**config.mk**
```make
export PLATFORM = sky130hd
export DESIGN_NAME = cpu_trace_tx
export DESIGN_NICKNAME = d
export VERILOG_FILES = /design/src/rtl/cpu_trace_tx.sv
export SDC_FILE = /design/constraint.sdc
export NUM_CORES = 1
export LEC_CHECK = 0
export CAP_MARGIN = 40
export CORE_UTILIZATION = 61
export DETAILED_ROUTE_END_ITERATION = 6
export PLACE_DENSITY = 0.78
export SLEW_MARGIN = 40
export SYNTH_ARGS = -nofsm -noshare
export SYNTH_HDL_FRONTEND = slang
export SYNTH_SLANG_ARGS = --single-unit
export TNS_END_PERCENT = 10
```
**constraint.sdc**
```tcl
create_clock -name i_clk -period 4.9 [get_ports i_clk]
set_input_delay 0.49 -clock i_clk [delete_from_list [all_inputs] [get_ports i_clk]]
set_output_delay 0.49 -clock i_clk [all_outputs]
set_load 0.02 [all_outputs]
```
**src/rtl/cpu_trace_tx.sv**
```systemverilog
// cpu_trace_tx: trace transmitter for the 4-bit CPU.
// Captures {halt, pc, r0..r3, instr} on qualified cycles into a record FIFO and
// serializes each record as a UART 8N1 frame: 0xA5, B1, B2, B3, B4, back to back.
//
// Ports:
//   i_clk        system clock, rising edge
//   i_rst        synchronous active-high reset
//   i_sample_en  capture request for this cycle
//   i_halt       CPU halt flag
//   i_pc_in      CPU program counter (4b)
//   i_r0_in..i_r3_in  CPU registers (4b each)
//   i_instr_in   current instruction (8b)
//   o_tx         serial output, idle high
//   o_tx_busy    high while a frame is being shifted out
//   o_overflow   sticky, a capture was dropped on a full FIFO
//   o_done       halt record fully sent and nothing left to send
module cpu_trace_tx #(
  parameter int CLKS_PER_BIT = 4,
  parameter int DEPTH        = 8
) (
  input  logic       i_clk,
  input  logic       i_rst,
  input  logic       i_sample_en,
  input  logic       i_halt,
  input  logic [3:0] i_pc_in,
  input  logic [3:0] i_r0_in,
  input  logic [3:0] i_r1_in,
  input  logic [3:0] i_r2_in,
  input  logic [3:0] i_r3_in,
  input  logic [7:0] i_instr_in,
  output logic       o_tx,
  output logic       o_tx_busy,
  output logic       o_overflow,
  output logic       o_done
);
  localparam int AW = $clog2(DEPTH);
  localparam int TW = (CLKS_PER_BIT > 2) ? $clog2(CLKS_PER_BIT) : 1;

  typedef enum logic [1:0] {S_IDLE, S_START, S_DATA, S_STOP} state_t;

  logic [31:0]   r_mem [DEPTH];
  logic [AW:0]   r_wr_ptr, r_rd_ptr;
  logic          r_stopped, r_overflow;
  state_t        r_state;
  logic [TW-1:0] r_timer;
  logic [2:0]    r_bit_idx;
  logic [2:0]    r_byte_idx;
  logic [7:0]    r_shift;
  logic [31:0]   r_rec;     // record bytes not yet loaded into r_shift, B1 in the top byte
  logic          r_tx;

  logic w_empty, w_full, w_push, w_bit_end;

  // Extra pointer MSB: equal low bits with differing MSB means full.
  assign w_empty   = (r_wr_ptr == r_rd_ptr);
  assign w_full    = (r_wr_ptr[AW] != r_rd_ptr[AW]) &&
                     (r_wr_ptr[AW-1:0] == r_rd_ptr[AW-1:0]);
  // Full is judged on the start-of-cycle pointers, so a same-cycle pop never frees a slot.
  assign w_push    = i_sample_en & ~w_full & ~r_stopped;
  assign w_bit_end = (r_timer == TW'(CLKS_PER_BIT - 1));

  always_ff @(posedge i_clk) begin
    if (w_push)
      r_mem[r_wr_ptr[AW-1:0]] <= {i_halt, 3'b000, i_pc_in, i_r1_in, i_r0_in,
                                  i_r3_in, i_r2_in, i_instr_in};
  end

  always_ff @(posedge i_clk) begin
    if (i_rst) begin
      r_wr_ptr   <= '0;
      r_rd_ptr   <= '0;
      r_stopped  <= 1'b0;
      r_overflow <= 1'b0;
      r_state    <= S_IDLE;
      r_timer    <= '0;
      r_bit_idx  <= '0;
      r_byte_idx <= '0;
      r_shift    <= '0;
      r_rec      <= '0;
      r_tx       <= 1'b1;
    end else begin
      if (w_push) begin
        r_wr_ptr <= r_wr_ptr + 1'b1;
        if (i_halt) r_stopped <= 1'b1;
      end
      if (i_sample_en && w_full && !r_stopped) r_overflow <= 1'b1;

      if (r_state != S_IDLE)
        r_timer <= w_bit_end ? '0 : r_timer + 1'b1;

      case (r_state)
        S_IDLE: begin
          r_timer <= '0;
          if (!w_empty) begin
            r_rd_ptr   <= r_rd_ptr + 1'b1;
            r_rec      <= r_mem[r_rd_ptr[AW-1:0]];
            r_shift    <= 8'hA5;
            r_byte_idx <= '0;
            r_tx       <= 1'b0;
            r_state    <= S_START;
          end
        end
        S_START: begin
          if (w_bit_end) begin
            r_bit_idx <= '0;
            r_tx      <= r_shift[0];
            r_state   <= S_DATA;
          end
        end
        S_DATA: begin
          if (w_bit_end) begin
            if (r_bit_idx == 3'd7) begin
              r_tx    <= 1'b1;
              r_state <= S_STOP;
            end else begin
              r_bit_idx <= r_bit_idx + 1'b1;
              r_shift   <= r_shift >> 1;
              r_tx      <= r_shift[1];
            end
          end
        end
        S_STOP: begin
          if (w_bit_end) begin
            if (r_byte_idx < 3'd4) begin
              r_byte_idx <= r_byte_idx + 1'b1;
              r_shift    <= r_rec[31:24];
              r_rec      <= {r_rec[23:0], 8'h00};
              r_tx       <= 1'b0;
              r_state    <= S_START;
            end else begin
              r_state <= S_IDLE;
            end
          end
        end
        default: r_state <= S_IDLE;
      endcase
    end
  end

  assign o_tx       = r_tx;
  assign o_tx_busy  = (r_state != S_IDLE);
  assign o_overflow = r_overflow;
  assign o_done     = r_stopped & w_empty & (r_state == S_IDLE);
endmodule

```
# ---- Word level (Yosys, flattened, before mapping)
# Memory sizes are Yosys's and may differ from the RTL's. A register that Yosys moved wholly into a read port is not among the register bits.
# Index checks and enable logic that the tools add are counted.
dict set report op_classes {
  n_addsub 5
  n_lt_le_gt_ge 1
  eq_ne 15
  n_mux 37
  n_bitwise 7
  n_reduce_logical 17
}
# op n
set ops {}
lappend ops {{2-to-1 mux 32 bit} 3}
lappend ops {{one-hot mux 32 bit (2 select lines)} 1}
lappend ops {{2-to-1 mux 8 bit} 5}
lappend ops {{2-to-1 mux 3 bit} 8}
lappend ops {{one-hot mux 8 bit (3 select lines)} 1}
lappend ops {{inequality test 2 bit (second input constant)} 7}
lappend ops {{2-to-1 mux 2 bit} 6}
lappend ops {{one-hot mux 3 bit (2 select lines)} 2}
lappend ops {{AND reduction 5 bit} 2}
lappend ops {{2-to-1 mux 1 bit} 9}
lappend ops {{adder 4 x 1 -> 4 bit (second input constant)} 2}
lappend ops {{one-hot mux 2 bit (4 select lines)} 1}
lappend ops {{AND reduction 4 bit} 2}
lappend ops {{adder 3 x 1 -> 3 bit (second input constant)} 2}
lappend ops {{equality test 2 bit (second input constant)} 3}
lappend ops {{AND reduction 6 bit} 1}
lappend ops {{nonzero test 2 bit} 3}
lappend ops {{AND 1 bit} 4}
lappend ops {{equality test 4 bit} 1}
lappend ops {{one-hot mux 1 bit (4 select lines)} 1}
lappend ops {{AND reduction 2 bit} 2}
lappend ops {{equality test 3 bit} 1}
lappend ops {{equality test 3 bit (second input constant)} 1}
lappend ops {{logical AND 1 bit} 3}
lappend ops {{9 further kinds} 11}
dict set report totals {
  ff_bits 61
  mem_bits_rw 232
  output_inout_bits 4
  mem_count 1
}
# name words word_bits read_ports rd_clocked_by_memory_dff write_ports line_no
set memory_table {}
lappend memory_table {r_mem 8 29 1 1 1 41} ;# logic [31:0] r_mem [DEPTH];

# ---- Longest topological paths before layout
# Gate-level depths: netlist of run 1.
dict set report depth {
  word_depth 7
  ltp_mapped 8
  mapped_depth_nobuf 6
}

# ---- Worst setup path after synthesis of run 1
# OpenSTA, ideal clock, no wires.
dict set report synth_timing {
  path_type {reg2reg}
  start {register r_wr_ptr[0]}
  end {memory r_mem[0][0] in the netlist's numbering (enable)}
  setup_time_ns 0.451
  arrival_ns 3.384
  t_required_ns 4.449
  setup_slack_ns 1.064
  path_stages_with_launch 7
  n_path_buf 2
  cell_sequence {dfxtp_1 buf_2 xor2_1 o41a_1 buf_2 nand2b_1 nor3_1}
}
dict set report synth_via {
  elab_chain_cells 7
}
# item line_no
set synth_rtl {}
lappend synth_rtl {{from (decl)} 42} ;# logic [AW:0] r_wr_ptr, r_rd_ptr;
lappend synth_rtl {{from (signal assigned)} 83} ;# r_wr_ptr <= r_wr_ptr + 1'b1;
lappend synth_rtl {{equality test 3 bit} 57} ;# (r_wr_ptr[AW-1:0] == r_rd_ptr[AW-1:0]);
lappend synth_rtl {{logical AND 1 bit} 56} ;# assign w_full = (r_wr_ptr[AW] != r_rd_ptr[AW]) &&
lappend synth_rtl {{NOT 1 bit} 59} ;# assign w_push = i_sample_en & ~w_full & ~r_stopped;
lappend synth_rtl {{AND 1 bit (2 in a row)} 59}
lappend synth_rtl {{2-to-1 mux 1 bit} 63} ;# if (w_push)
lappend synth_rtl {{2-to-1 mux 1 bit (not written as such)} 64} ;# r_mem[r_wr_ptr[AW-1:0]] <= {i_halt, 3'b000, i_pc_in, i_r1_in, i_r0_in,
lappend synth_rtl {{to (decl)} 41}
# Parallel ways exist; a longest one is shown, timed or not.

# ---- Final worst setup path of run 1
dict set report layout_timing {
  start {register r_wr_ptr[1]}
  end {output o_done}
}
dict set report layout_via {
  elab_chain_cells 3
}
# item line_no
set layout_rtl {}
lappend layout_rtl {{equality test 4 bit} 55} ;# assign w_empty = (r_wr_ptr == r_rd_ptr);
lappend layout_rtl {{AND 1 bit (2 in a row)} 143} ;# assign o_done = r_stopped & w_empty & (r_state == S_IDLE);
lappend layout_rtl {{to (decl)} 34} ;# output logic o_done
# No other way between the ends.

==> results.yml, run 1 <==
status:
  status: "finished clean"
timing:
  worst_pin_slew_ns: 0.828
  hold_violations: 0
  fmax_ghz: 0.310
  finClkSkew_ns: 0.0172
  period_share: 0.658
  min_period_ns: 3.23
  drv_slew: 0
  tns_ns: 0
  rsz0062_at_grt: "no"
  max_slew_margin: 0.448
  hold_ws_ns: 0.438
  setup_viol: 0
grt:
  grt_max_degree: 34
  grt_remaining_overflow: 0
  grt_util_all_layers: 0.245
  antenna_found_initial: 0
  grt_pass1_vias: 6492
  grt_pass1_wl_um: 36300
worst_setup_path:
  worst_setup_path_start_kind: "register"
  worstSetupPathType: "reg -> out"
  cp-startpoint: "r_wr_ptr[1]"
  r2r-end: "r_mem[2][21]"
  required_ns: 4.41
  cp_data_arrival_time_ns: 2.74
  r2r-start: "r_wr_ptr[0]"
  rrSetupSlack_ns: 2.01
  path_max_fanout: 9
  worstRegToRegCells: 5
  cp-endpoint: "o_done"
  end_kind: "primary output"
floorplan:
  start_util: 0.626
  die_x_um: 141
  dieArea_um2: 19900
  row_count: 50
  ios: 36
  core_um2: 18800
  die_h_um: 141
synth:
  synth_area_leader_cell: "edfxtp_1"
  syn_area_per_cell_um2: 17.1
  syn_inst: 691
  synth_edf_count: 232
  netlist_area_um2: 11800
  synth_cell_type_count: 51
  synth_area_leaders: "edfxtp_1 (59%), mux4_2 (11%), dfxtp_1 (11%)"
  synth_top_flop_cell: "edfxtp_1"
  ys_ff_latch: 296
  synth_top_area_frac: 0.591
  asyncSetResetFlopFracSynth: 0
  ys_warn_count: 0
  ys_seq_area_frac: 0.699
  syn_nets: 734
detailed_routing:
  drc: 0
  wl_per_cell_um: 22.4
  drt_pass1_iterations: 5
  routed_wl_um: 22900
  antenna_left: 0
  dr_total_vias: 6167
  viasPerCell: 6.05
  drt_iter0_drc: 588
finish:
  layout-drive-gt1-share: 0.225
  area.growth.synth_to_final_pct: 15.1
  fillerInstances: 1127
  final_common_cell: "edfxtp_1"
  multi_input_area_um2: 3340
  final_nets: 781
  final-seq-area_um2: 8260
  final_cell_mix: "edfxtp_1 (232), dfxtp_1 (62), mux4_2 (58), nand2_1 (50), mux2i_1 (37)"
  num_antenna_cells: 0
cts:
  htreeDepth: 1
  post_cts_buffers: 0
  clkLatencyLatePin_ns: 0.56
  clock_sinks: 296
  cts_buffers: 29
  clkTransAtPathRegs_ns: 0.06
  hold_buffers: 0
  cts_tree: "done"
  cts-root-buf: "clkbuf_16"
  cts_resized: 0
  clockBufferDepth: 3
power_and_ir_drop:
  clockPowerShare: 0.304
  net-switching-power_mw: 1.98
  powerDensity_nw_per_um2: 512
  pwr-share-seq: 0.446
  internal_power_mw: 4.97
  p_leak_nw: 4.57
  power_frac_comb: 0.250
  ir_drop_mv: 0.333
  sw_frac_of_total: 0.285
min_path:
  hold_class: "reg -> reg"
placed_design:
  gp_congestion: 0.746
  post-dp-hpwl_um: 14400
  port_buffers: 35
job:
  drv_cap: 0
-- layout make-up --
cell class,instances,area share
repair buffers,54,0.0474
clock buffers,39,0.0563
inverters,28,0.00775
well taps,260,0.0240
multi-input cells,329,0.246
clock inverters,14,0.0103
flip-flops and latches,296,0.608
-- worst max-delay path, cell delays in order (launching register included) --
cell	delay (ns)
dfxtp_1	0.62
xor2_4	0.18
nor4_4	0.54
and3_1	0.24
clkdlybuf4s50_1	0.60
-- power by group through the flow --
stage | logic (mW) | clock network [mW] | registers, mW
CTS | 1.74 | 2.14 | 3.10
global placement | 1.55 | 0 | 3.19
global route | 1.89 | 2.24 | 3.12
finish | 1.74 | 2.11 | 3.10
detailed placement | 1.71 | 0 | 3.15
floorplan | 1.35 | 0 | 3.06
-- per-layer routing --
layer | track usage | up-vias | wire, um
met5 | 0 | - | 0
met4 | 0.0744 | 0 | 558
met3 | 0.0357 | 42 | 1110
met2 | 0.419 | 172 | 11800
met1 | 0.330 | 3147 | 9400
li1 | - | 2806 | -
-- sequential cells by signal, summed over array words and instances, names as in the netlist, named ones only --
signal      count
r_shift         8
r_wr_ptr        4
o_overflow      1
r_bit_idx       3
o_tx            1
r_timer         2
r_mem         232
r_stopped       1
r_rd_ptr        4
r_rec          32
r_state         2
r_byte_idx      3
-- metrics by stage --
step	instance area [um2]	util	worst slack (ns)	total power, mW	std cells
6_report	13600	0.721	1.67	6.94	1020
3_3_place_gp	12400	0.659	1.78	4.75	954
5_1_grt	13600	0.721	1.60	7.25	1020
2_1_floorplan	11800	-	1.06	4.41	691
4_1_cts	13600	0.720	1.67	6.98	1019
3_5_place_dp	12700	0.672	1.88	4.86	966
-- how the worst min path moves through the flow --
stage	from	to	slack (ns)	cells after the start
2_1_floorplan	r_timer[0]	r_timer[0]	0.41	1
3_3_place_gp	r_timer[0]	r_timer[0]	0.42	1
3_5_place_dp	r_timer[0]	r_timer[0]	0.43	1
4_1_cts	r_timer[0]	r_timer[0]	0.44	1
5_1_grt	r_timer[0]	r_timer[0]	0.47	1
6_report	r_timer[0]	r_timer[0]	0.44	1
-- kinds of logic after synthesis --
logic type | count (synthesis) | share of synthesized area
simple gates | 110 | 0.0435
compound gates | 76 | 0.0438
fa+ha+maj | 11 | 0.0117
buf+inv | 66 | 0.0236
flops | 296 | 0.699
mux | 125 | 0.171
xor+xnor | 7 | 0.00679
-- cell usage after synthesis, types with 7 or more instances --
cell,n
dfxtp_1,64
edfxtp_1,232
mux2_2,29
inv_1,27
nor2_1,23
ha_1,11
mux4_2,58
o21ai_0,16
nand2_1,50
buf_2,9
mux2i_1,37
nand3_1,13
o22ai_1,22
clkbuf_1,21
a21oi_1,7
a31oi_1,10
Power figures use the tool's default switching activity.
==> run 2, diff against run 1 <==
Clock period 4.9 ns to 3.4 ns, I/O delays scaled along.
==> results.yml, run 2 (synthesis gave the netlist of run 1 again) <==
status:
  status: "finished clean"
detailed_routing:
  routed_wl_um: 22400
  wl_per_cell_um: 22.0
  drc: 0
  antenna_left: 0
  viasPerCell: 6.13
  drt_iter0_drc: 379
  dr_total_vias: 6247
  drt_pass1_iterations: 4
cts:
  cts-root-buf: "clkbuf_16"
  clkTransAtPathRegs_ns: 0.06
  cts_tree: "done"
  clockBufferDepth: 3
  clkLatencyLatePin_ns: 0.54
  clock_sinks: 296
  cts_buffers: 29
  hold_buffers: 0
  post_cts_buffers: 0
  cts_resized: 0
  htreeDepth: 1
timing:
  max_slew_margin: 0.443
  fmax_ghz: 0.328
  tns_ns: 0
  hold_violations: 0
  period_share: 0.898
  rsz0062_at_grt: "no"
  worst_pin_slew_ns: 0.832
  setup_viol: 0
  finClkSkew_ns: 0.0212
  drv_slew: 0
  min_period_ns: 3.05
  hold_ws_ns: 0.436
worst_setup_path:
  end_kind: "primary output"
  r2r-start: "r_wr_ptr[0]"
  worst_setup_path_start_kind: "register"
  critPathMaxStageDelay_ns: 0.64
  cp_data_arrival_time_ns: 2.71
  path_max_fanout: 15
  worstPathCellList: "xor2_4 > nor4_4 > buf_4 > and3_1 > clkdlybuf4s50_1"
  required_ns: 3.06
  critPathSlowestCell: "dfxtp_1"
  worstSetupPathType: "reg -> out"
  worstRegToRegCells: 5
  r2r-end: "r_mem[0][12]"
  rrSetupSlack_ns: 0.61
min_path:
  worstHoldStart: "r_timer[0]"
  min_path_cells: 1
  hold_class: "reg -> reg"
  min_to: "r_timer[0]"
finish:
  finish.utilization: 0.716
  largest_register_ffs: 232
  multi_input_area_um2: 3310
  final_nets: 780
  final_cell_mix: "edfxtp_1 (232), dfxtp_1 (62), mux4_2 (58), nand2_1 (50), mux2i_1 (37)"
  final-seq-area_um2: 8250
  area.growth.synth_to_final_pct: 14.3
  num_antenna_cells: 0
  layout-drive-gt1-share: 0.224
  final_common_cell: "edfxtp_1"
  fillerInstances: 1127
placed_design:
  port_buffers: 35
  gp_congestion: 0.786
  post-dp-hpwl_um: 13100
grt:
  grt_remaining_overflow: 0
  grt_util_all_layers: 0.236
  antenna_found_initial: 0
  grt_pass1_wl_um: 35400
  grt_pass1_vias: 6471
  grt_max_degree: 59
power_and_ir_drop:
  sw_frac_of_total: 0.277
  p_leak_nw: 4.55
  ir_drop_mv: 0.659
  pwr-share-seq: 0.439
  power_frac_comb: 0.243
  powerDensity_nw_per_um2: 755
  internal_power_mw: 7.35
  clockPowerShare: 0.318
  net-switching-power_mw: 2.82
floorplan:
  row_count: 50
  die_x_um: 141
  start_util: 0.626
  core_um2: 18800
  dieArea_um2: 19900
  die_h_um: 141
  ios: 36
job:
  drv_cap: 0
==> run 2: cell types whose count changed in the layout (fill, tap and decap cells not counted), sizes merged <==
cell	change
clkbuf	-6
inv	-1
bufinv	+3
clkinv	+3
==> run 2: how the worst max path moves through the flow <==
stage                startpoint          end  slack, ns
CTS                 r_wr_ptr[1]       o_done       0.35
global route        r_wr_ptr[1]       o_done       0.23
finish              r_wr_ptr[1]       o_done       0.35
global placement    i_sample_en  r_mem[3][9]       0.81
detailed placement  r_wr_ptr[0]  r_mem[3][1]       0.70
floorplan           r_wr_ptr[0]  r_mem[4][0]      -0.43
==> run 2: power by group through the flow <==
stage	clock network [mW]	registers [mW]	logic, mW
6_report	3.23	4.47	2.47
5_1_grt	3.41	4.50	2.66
4_1_cts	3.29	4.47	2.49
3_5_place_dp	0	4.54	2.45
3_3_place_gp	0	4.51	2.39
2_1_floorplan	0	4.40	1.95
==> run 2: layout make-up <==
cell class                 count  area share
timing repair buffer          53      0.0379
tap                          260      0.0241
sequential                   296       0.612
multi-input combinational    329       0.245
clock inverter                19      0.0172
inverter                      28     0.00780
clock buffer                  34      0.0552
==> run 2: routing by layer <==
layer,part of all wire,vias up,GRT usage
met2,0.53,201,0.421
met3,0.051,34,0.0296
met5,0,-,0
met1,0.40,3219,0.310
li1,-,2793,-
met4,0.018,0,0.0606
==> run 2: critical path: cells and delay by family, from the launching register on <==
kind                      cells  cell delay, ns
xor gates and xnor gates      1            0.19
buffers and inverters         2            0.86
DFF                           1            0.64
and+or+nand+nor               2            0.49
==> run 2: per-stage QoR <==
step / worst slack, ns / cell area [um2] / std cells / power, mW
final: 0.348 / 13500 / 1019 / 10.2
after CTS: 0.352 / 13500 / 1019 / 10.2
after global placement: 0.813 / 12500 / 966 / 6.91
after detailed placement: 0.704 / 12500 / 966 / 6.99
after floorplan: -0.428 / 11800 / 691 / 6.35
after global routing: 0.227 / 13500 / 1019 / 10.6
==> RTL edit (settings of run 1) <==
The 4 states of `state_t` get a Gray code encoding in 2 bits.
--- a/src/rtl/cpu_trace_tx.sv
+++ b/src/rtl/cpu_trace_tx.sv
@@ -38,3 +38,3 @@
 
-  typedef enum logic [1:0] {S_IDLE, S_START, S_DATA, S_STOP} state_t;
+  typedef enum logic [1:0] {S_IDLE = 2'b00, S_START = 2'b01, S_DATA = 2'b11, S_STOP = 2'b10} state_t;
 
Behaviour: no difference found for any inputs over 10 cycles, from zero or initial values and one cycle with i_rst high; not proved beyond that.
==> RTL edit against run 1 <==
  * The flow now finishes with violations (design-rule violations)
  * Critical path depth rose by 1
  * Sequential cell count did not move
  * First-iteration DRC count fell by 1.9%
  * Non-clock buffer count rose by 3
  * Total power fell by 9.3%
  * Count of clock-buffer cells in the layout fell by 8
  * Cell area fell by 2.3%
  * Combinational power fell by 44%
  * Routed wire length fell by 1.9%
  * Synthesized cell count fell by 6.5%
  * Worst setup slack improved by 0.29 ns
  * Sequential power barely moved
  * Area after synthesis fell by 2.8%
  * Hold slack improved by 0.0028 ns
  * Critical endpoint unchanged
  * Highest routed layer unchanged
==> RTL edit: results (changes against run 1) <==
fillers 1068 (was 1127); status finished with violations (was finished, final reports clean); HP Class flop to flop (unchanged); fin nets 730 (was 781); share of layout cells above drive strength 1 0.2101 (was 0.2250); DR vias 5989 (was 6167); failing checks design-rule violations; Avg Cell Area, Syn 17.75 um2 (was 17.06 um2); P_leak 0.004291 uW (was 0.004566 uW); Residual DRC 3 (was 0); Arr. time, crit path 2.45 ns (was 2.74 ns); most instantiated cells after synthesis edfxtp_1 (232), dfxtp_1 (64), mux4_2 (58), a21oi_1 (45), nor2_1 (38) (was edfxtp_1 (232), dfxtp_1 (64), mux4_2 (58), nand2_1 (50), mux2i_1 (37)); Detailed Route Iter0 Violations 577 (was 588); number of global-route vias before repair 6140 (was 6492); Net Count, Synth 684 (was 734); R2R Setup Slk 2.13 ns (was 2.01 ns); Net Sw Power 1598 uW (was 1978 uW); Final Hold Slack 0.4404 ns (was 0.4376 ns); Max VDD drop 312.4 uV (was 332.5 uV); register area 8254 um2 (was 8255 um2); r2r endpoint r_mem[1][22] (was r_mem[2][21]); FF-to-FF Start r_wr_ptr[1] (was r_wr_ptr[0]); pin count of the biggest net entering global routing 57 (was 34); drt pass-1 iters 7 (was 5); Final GP Congestion 0.7543 (was 0.7463); HPWL after DPL 13570 um (was 14380 um); sequential share of the synthesized area 0.7193 (was 0.6995); wire per inst 23.82 um (was 22.45 um); Slew headroom 0.4386 (was 0.4479); Setup Skew 0.01190 ns (was 0.01720 ns); first-pass GRT wire length 35070 um (was 36330 um); dominant cells by area after synthesis edfxtp_1 (61%), mux4_2 (11%), dfxtp_1 (11%) (was edfxtp_1 (59%), mux4_2 (11%), dfxtp_1 (11%)); worst-path fanout max 20 (was 9); Netlist cell types 44 (was 51); pre-CTS setup slack 1.881 ns (was 1.879 ns); all-layer global routing usage 0.2428 (was 0.2449)
RTL edit: cell types whose count changed in the layout (fill, tap and decap cells not counted), sizes merged, moves of 16 or more:
cell and change:
a21oi +37, a22o +18, inv -27, mux2 -26
nand2 -36, nor2 +16, o22ai -22
RTL edit: power groups by stage:
| stage | Combinational [uW] | Clock [uW] | Sequential [uW] |
|---|---|---|---|
| 6_report | 975 | 2220 | 3110 |
| 5_1_grt | 1050 | 2340 | 3140 |
| 3_5_place_dp | 968 | 0 | 3160 |
| 3_3_place_gp | 879 | 0 | 3170 |
| 2_1_floorplan | 797 | 0 | 3030 |
| 4_1_cts | 981 | 2250 | 3110 |
RTL edit: through the flow:
stage / std cells / instance area, um2
floorplan: 646 / 11470
global placement: 876 / 12020
detailed placement: 890 / 12300
CTS: 943 / 13260
global route: 943 / 13260
finish: 943 / 13260
RTL edit: per-layer routing:
| layer | vias up | track usage | share of wire |
|---|---|---|---|
| met3 | 47 | 0.04144 | 0.054 |
| met5 | - | 0 | 0 |
| met4 | 0 | 0.08129 | 0.025 |
| met1 | 3087 | 0.3332 | 0.42 |
| li1 | 2668 | - | - |
| met2 | 187 | 0.4003 | 0.50 |
RTL edit: area by class of cell:
| type | count | share of cell area |
|---|---|---|
| well taps | 229 | 0.02160 |
| flip-flops and latches | 296 | 0.6224 |
| clock inverters | 22 | 0.01670 |
| inverters | 3 | 0.0008491 |
| repair buffers | 57 | 0.05255 |
| clock buffers | 31 | 0.05528 |
| multi-input cells | 305 | 0.2307 |
RTL edit: logic make-up (layout without fill, tap and decap cells):
logic type / after synthesis / after routing / share of synthesized area
and+or+nand+nor: 103 / 103 / 0.04376
buffers and inverters: 45 / 113 / 0.01921
DFF: 296 / 296 / 0.7193
xor gates and xnor gates: 9 / 9 / 0.009494
adders and majority gates: 6 / 6 / 0.006547
muxes: 96 / 96 / 0.1475
AOI/OAI and AO/OA: 91 / 91 / 0.05413
RTL edit: how the worst max path moves through the flow:
stage                start      endpoint  slack, ns  cells after the start
4_1_cts         r_state[0]        o_done       1.97                      5
5_1_grt         r_state[0]        o_done       1.83                      5
3_5_place_dp   i_sample_en  r_mem[1][22]       1.88                      6
3_3_place_gp   i_sample_en  r_mem[3][21]       1.80                      5
2_1_floorplan  r_wr_ptr[1]   r_mem[0][0]       1.19                      6
6_report        r_state[0]        o_done       1.96                      5
RTL edit: critical path: stages (launching register included):
cell	delay (ns)
dfxtp_1	0.87
nor2_2	0.09
inv_1	0.19
nor2_1	0.09
and2_1	0.15
clkdlybuf4s50_1	0.53
